===== src/rtl/and22_arb_pkg.sv =====
// and22_arb_pkg: shared slot-state enum and requester IDs for the and22 round-robin arbiter.
// Contents:
//   slot_e       - result slot state (EMPTY, FULL)
//   REQ0 / REQ1  - requester index constants used for res_id and the last-grant pointer
package and22_arb_pkg;

    typedef enum logic {
        EMPTY = 1'b0,
        FULL  = 1'b1
    } slot_e;

    localparam logic REQ0 = 1'b0;
    localparam logic REQ1 = 1'b1;

endpackage


===== src/rtl/and22.sv =====
// and22: 2-bit bitwise AND datapath.
// Ports:
//   a, b - 2-bit operands
//   z    - a & b
module and22 (
    input  logic [1:0] a,
    input  logic [1:0] b,
    output logic [1:0] z
);

    assign z = a & b;

endmodule


===== src/rtl/and22_rr_arb.sv =====
// and22_rr_arb: two requesters share one and22 datapath through a round-robin grant and a one-entry result slot.
// Ports:
//   clk, rst_n                      - clock, asynchronous active-low reset
//   reqX_valid/reqX_a/reqX_b        - requester X operand pair (X = 0, 1)
//   reqX_ready                      - requester X pair accepted this cycle
//   res_valid/res_z/res_id          - result slot contents (a & b and producing requester)
//   res_ready                       - consumer accepts the result
//   gnt_cnt0/gnt_cnt1               - saturating per-requester accept counters (only with AND22_ARB_STATS_EN)
// Build option: define AND22_ARB_STATS_EN to add the grant counters and their ports.
module and22_rr_arb
    import and22_arb_pkg::*;
#(
    parameter int CNT_W = 8
) (
    input  logic             clk,
    input  logic             rst_n,
    input  logic             req0_valid,
    input  logic [1:0]       req0_a,
    input  logic [1:0]       req0_b,
    output logic             req0_ready,
    input  logic             req1_valid,
    input  logic [1:0]       req1_a,
    input  logic [1:0]       req1_b,
    output logic             req1_ready,
    output logic             res_valid,
    output logic [1:0]       res_z,
    output logic             res_id,
    input  logic             res_ready
`ifdef AND22_ARB_STATS_EN
    ,
    output logic [CNT_W-1:0] gnt_cnt0,
    output logic [CNT_W-1:0] gnt_cnt1
`endif
);

    slot_e      state_q, state_d;
    logic       last_q, last_d;
    logic [1:0] z_q, z_d;
    logic       id_q, id_d;
    logic       slot_free;
    logic       gnt1;
    logic       accept;
    logic [1:0] mux_a, mux_b, and_z;

    and22 u_and22 (
        .a(mux_a),
        .b(mux_b),
        .z(and_z)
    );

    always_comb begin
        // A FULL slot is free exactly when it drains this cycle; res_valid mirrors FULL,
        // so only res_ready enters the ready path combinationally.
        slot_free  = (state_q == EMPTY) || res_ready;
        // Requester 1 wins when it is alone, or when both contend and requester 0 had the last accept.
        gnt1       = req1_valid && (!req0_valid || (last_q == REQ0));
        req1_ready = rst_n && slot_free && gnt1;
        req0_ready = rst_n && slot_free && req0_valid && !gnt1;
        accept     = req0_ready || req1_ready;
        mux_a      = gnt1 ? req1_a : req0_a;
        mux_b      = gnt1 ? req1_b : req0_b;
        state_d    = accept ? FULL : (res_ready ? EMPTY : state_q);
        last_d     = accept ? (req1_ready ? REQ1 : REQ0) : last_q;
        z_d        = accept ? and_z : z_q;
        id_d       = accept ? (req1_ready ? REQ1 : REQ0) : id_q;
        res_valid  = (state_q == FULL);
        res_z      = z_q;
        res_id     = id_q;
    end

    always_ff @(posedge clk or negedge rst_n) begin
        if (!rst_n) begin
            state_q <= EMPTY;
            last_q  <= REQ1;
            z_q     <= 2'b00;
            id_q    <= 1'b0;
        end else begin
            state_q <= state_d;
            last_q  <= last_d;
            z_q     <= z_d;
            id_q    <= id_d;
        end
    end

`ifdef AND22_ARB_STATS_EN
    logic [CNT_W-1:0] cnt0_q, cnt0_d, cnt1_q, cnt1_d;

    always_comb begin
        cnt0_d   = (req0_ready && (cnt0_q != '1)) ? cnt0_q + 1'b1 : cnt0_q;
        cnt1_d   = (req1_ready && (cnt1_q != '1)) ? cnt1_q + 1'b1 : cnt1_q;
        gnt_cnt0 = cnt0_q;
        gnt_cnt1 = cnt1_q;
    end

    always_ff @(posedge clk or negedge rst_n) begin
        if (!rst_n) begin
            cnt0_q <= '0;
            cnt1_q <= '0;
        end else begin
            cnt0_q <= cnt0_d;
            cnt1_q <= cnt1_d;
        end
    end
`endif

endmodule


===== config.mk =====
export PLATFORM = sky130hd
export DESIGN_NAME = and22_rr_arb
export DESIGN_NICKNAME = d
export VERILOG_FILES = /design/src/rtl/and22_arb_pkg.sv /design/src/rtl/and22.sv /design/src/rtl/and22_rr_arb.sv
export SDC_FILE = /design/constraint.sdc
export NUM_CORES = 1
export LEC_CHECK = 0
export ABC_CLOCK_PERIOD_IN_PS = 1400
export CAP_MARGIN = 10
export CORE_AREA = 2 2 39 41
export CTS_BUF_LIST = sky130_fd_sc_hd__clkbuf_4 sky130_fd_sc_hd__clkbuf_8
export DETAILED_ROUTE_END_ITERATION = 6
export DIE_AREA = 0 0 41 43
export PLACE_DENSITY = 0.47
export RECOVER_POWER = 25
export SLEW_MARGIN = 20
export SYNTH_ARGS = -nofsm -noshare
export SYNTH_HDL_FRONTEND = slang
export SYNTH_SLANG_ARGS = --single-unit

===== constraint.sdc =====
create_clock -name clk -period 1.4 [get_ports clk]
set_input_delay 0.14 -clock clk [delete_from_list [all_inputs] [get_ports clk]]
set_output_delay 0.14 -clock clk [all_outputs]
set_load 0.03 [all_outputs]

* Word-level counts from Yosys, hierarchy flattened *
Index checks and enable logic that the tools add are counted.
W data, S select, Z words.

storage, ports and cells
  register bits after elaboration = 5
  input port bits = 13
  output and inout port bits = 6
  word-level logic and storage cells = 23

operators by class
  mux-type cells = 5
  bitwise operators = 3
  reductions and logical operators = 11

operator list
  cell                 count
  $logic_and A1 B1 Y1  5
  $mux W2              2
  $logic_or A1 B1 Y1   3
  $mux W1              3
  $and A2 B2 Y2        1
  $logic_not A1 Y1     2
  $not A1 Y1           2
  $reduce_bool A2 Y1   1

* Logic depth before layout (Yosys ltp) *
  depth after elaboration = 7
  gate-level depth with buffers = 3
  depth with buffers taken out = 3

* Cells and area by module *
From an unflattened synthesis, not the netlist that was laid out.

second synthesis, totals
  cell total of the unflattened synthesis = 23
  area total of the unflattened synthesis = 295.3 µm²

modules (own cells, without submodules)
  module        times used  cells each  area an instance (µm²)  seq. area each (µm²)
  and22_rr_arb  1           21          282.8                   126.4
  and22         1           2           12.5                    0.0

* Worst setup path after synthesis *
Ideal clock, no wire load.

  kind = reg-to-output
  start point = register state_q (netlist: res_valid)
  end point = output port req0_ready
  arrival time = 1.187 ns
  data required time = 1.260 ns
  setup slack = 0.073 ns
  cell stages (with the launch flop) = 4
  path buffers = 0
  cells stage by stage = dfrtp_1 nand2b_1 nand3_1 nor2_1

between the ends
  word-level cells in the longest chain between the ends = 5

RTL lines
  item                               line                source
  from (decl)                        and22_rr_arb.sv:36  slot_e state_q, state_d;
  from (signal assigned)             and22_rr_arb.sv:78  state_q <= state_d;
  $not A1 Y1                         and22_rr_arb.sv:54  slot_free = (state_q == EMPTY) || res_ready;
  $logic_or A1 B1 Y1                 and22_rr_arb.sv:54
  $logic_and A1 B1 Y1 (3 in series)  and22_rr_arb.sv:58  req0_ready = rst_n && slot_free && req0_valid && !gnt1;
  to (decl)                          and22_rr_arb.sv:20  output logic req0_ready,

No other way between the ends.

* Worst setup path after layout *
  start point = register last_q
  end point = output port req1_ready

between the ends
  word-level cells in the longest chain between the ends = 4

RTL lines
  item                    line                source
  from (decl)             and22_rr_arb.sv:37  logic last_q, last_d;
  from (signal assigned)  and22_rr_arb.sv:79  last_q <= last_d;
  $not A1 Y1              and22_rr_arb.sv:56  gnt1 = req1_valid && (!req0_valid || (last_q == REQ0));
  $logic_or A1 B1 Y1      and22_rr_arb.sv:56
  $logic_and A1 B1 Y1     and22_rr_arb.sv:56
  $logic_and A1 B1 Y1     and22_rr_arb.sv:57  req1_ready = rst_n && slot_free && gnt1;
  to (decl)               and22_rr_arb.sv:24  output logic req1_ready,

No other way between the ends.

==> flow_summary.yaml <==
synthesis:
  ys_seq_elements: 5
  netlist_instances: 23
  synth_area_um2: 259.0
  syn-num-nets: 36
  synth_cell_types: 14
  yosysWarnings: 0
  syn_area_per_cell_um2: 11.26
  yosysSeqAreaShare_pct: 48.79
layout:
  layout_commonest_cell: "clkdlybuf4s50_1"
  fillers: 142
  areaGrowthSynthToFinish_pct: 111.6
  nNetsFinal: 65
  postLayoutCellArea_um2: 548.0
  layout.cells.most_common_list: "12 x clkdlybuf4s50_1, 5 x nand2_1, 5 x buf_4, 4 x dlygate4sd2_1, 4 x dfrtp_1"
  drive_above_1_share_pct: 37.25
  n_antenna_cell: 0
clocking:
  worstSkewPairLatency_ps: 240
  cts-buffers-inserted: 3
  h-tree-depth: 1
  cts.clk_slew.worst_paths_ps: 50
  ctsRootBufferMaster: "clkbuf_4"
  cts_max_path_buffers: 2
  cts_tree: "yes"
  cts.sinks: 5
routing:
  routedWlPerCell_um: 10.55
  viasPerCell: 4.299
  drc: 0
  ant_nets: 0
  num_vias: 288
  wl_um: 707
  dr.pass1.iters: 1
  first_iter_violations: 0
global_route:
  antenna_found_initial: 0
  grt_remaining_overflow: 0
  grt_usage_pct: 9.879
  grt_max_degree: 8
  grt_pass1_vias: 291
  grt_pass1_wl_um: 1069
placement:
  place.gp.congestion: 0.6532
  dp.final_hpwl_um: 556.7
  dp_slack_ps: -75.07
  port_buffers: 18
  place_area_um2: 484.2
timing:
  timing.final.crit_share_pct: 96.60
  rsz0062_at_grt: "true"
  report.final.slew_viol_count: 0
  skew_ps: 8.918
  hold_viol_final: 0
  worst_slack_ps: 47.64
  fmax_mhz: 739.4
  worst_pin_slew_ps: 307.1
  maxSlewHeadroom_pct: 79.43
  finalSetupViolCount: 0
  fin_crit_ps: 1352
setup_path:
  slowest_stage: "dfstp_2"
  rr_worst_depth: 4
  cp-start-kind: "flop"
  crit_chain: "a21boi_4, and3_2, buf_6"
  crit_family: "flip-flops"
  cp_max_fo: 3
  path_depth: 3
  critPathMaxStageDelay_ps: 550
  cp.buffers_inverters: 1
  cp_data_required_time_ps: 1260
  critPathCaptureType: "primary output"
  crit_arrival_ps: 1210
  crit_type: "reg2out"
pwr:
  power_density_nw_per_um2: 1086
  finalPower_w: 0.0005951
  p_leak_nw: 0.2614
  peakVddDrop_v: 0.0005151
min_path:
  hold_class: "in2async"
die:
  die_w_um: 41
  start_util_pct: 18.72
  ios: 19
  num_rows: 14
  fp.coreArea_um2: 1384
  die_area_um2: 1763
  fp.dieH_um: 43
job:
  maxCapViolations: 0
outcome:
  status: "finished, final reports clean"
## kinds of logic (layout without fill, tap and decap cells)
logic type | count (synthesis) | after routing | synth area share (%)
flip-flops | 5 | 5 | 48.80
AO/OA/AOI/OAI | 5 | 5 | 18.85
buffers and inverters | 0 | 28 | 0
multiplexers | 4 | 4 | 16.42
AND/OR/NAND/NOR | 9 | 9 | 15.94
## sequential cells by signal, summed over array words and instances (netlist names)
signal	cells
res_z	2
res_valid	1
last_q	1
res_id	1
## worst paths after layout
kind / to / slack, ps / from
max: req1_ready / 50 / last_q
max reg2reg: res_z[0] / 150 / last_q
min: res_id / 130 / rst_n
min in group clk: res_id / 480 / res_id
max in group asynchronous: last_q / 860 / rst_n
min reg2reg: res_id / 480 / res_id
## per-stage QoR
stage | setup TNS [ps] | std cells | util (%) | hold slack [ps]
6_report | 0 | 67 | 39.60 | 135.0
5_1_grt | -9.159 | 67 | 39.60 | 134.4
4_1_cts | 0 | 67 | 37.70 | 122.3
3_5_place_dp | -146.4 | 61 | 34.99 | 379.6
3_3_place_gp | -108.0 | 61 | 34.99 | 376.1
2_1_floorplan | 0 | 23 | - | -155.6
## report_power, final
part	total [W]	switching (W)	internal (W)
logic	0.000228	0.000108	0.000119
clock network	0.000167	0.0000634	0.000104
registers	0.000201	0.0000206	0.000180
total	0.000595	0.000192	0.000403
## layer usage
layer / vias up / part of all wire [%] / global-route usage, % / routed length [um]
li1: 140 / - / - / -
met1: 127 / 39 / 9.446 / 275
met2: 19 / 46 / 14.69 / 326
met3: 2 / 14 / 3.665 / 100
met4: 0 / 0.71 / 10.00 / 5
met5: - / 0 / 0 / 0
## timing repair
| item | in CTS | in global routing |
|---|---|---|
| hold buffers | 0 | 0 |
| gates resized for setup | 4 | 6 |
| setup buffers | 2 | 0 |
| endpoints found under the setup margin | 6 | 2 |
| pin swaps | 0 | 0 |
## synth_stat cells
master    count  share of area (%)
dfstp_2       1                 10
and3_2        1                2.9
a31oi_1       1                2.4
mux2i_1       2                7.7
nand2b_1      1                2.4
a41oi_1       1                3.4
nand3_1       1                1.9
a21o_1        1                2.9
nor2_1        1                1.4
mux2_2        2                8.7
a21boi_4      1                7.2
dfrtp_1       4                 39
o211ai_1      1                2.9
nand2_1       5                7.2
## layout make-up
type / instances / area, um2 / area share (%)
repair buffers: 24 / 226.5 / 41.32
multi-input cells: 18 / 147.6 / 26.94
flip-flops and latches: 5 / 126.4 / 23.06
clock buffers: 3 / 22.52 / 4.110
well taps: 16 / 20.02 / 3.653
clock inverters: 1 / 5.005 / 0.9132
No activity file was read; power rests on OpenSTA's default activity.
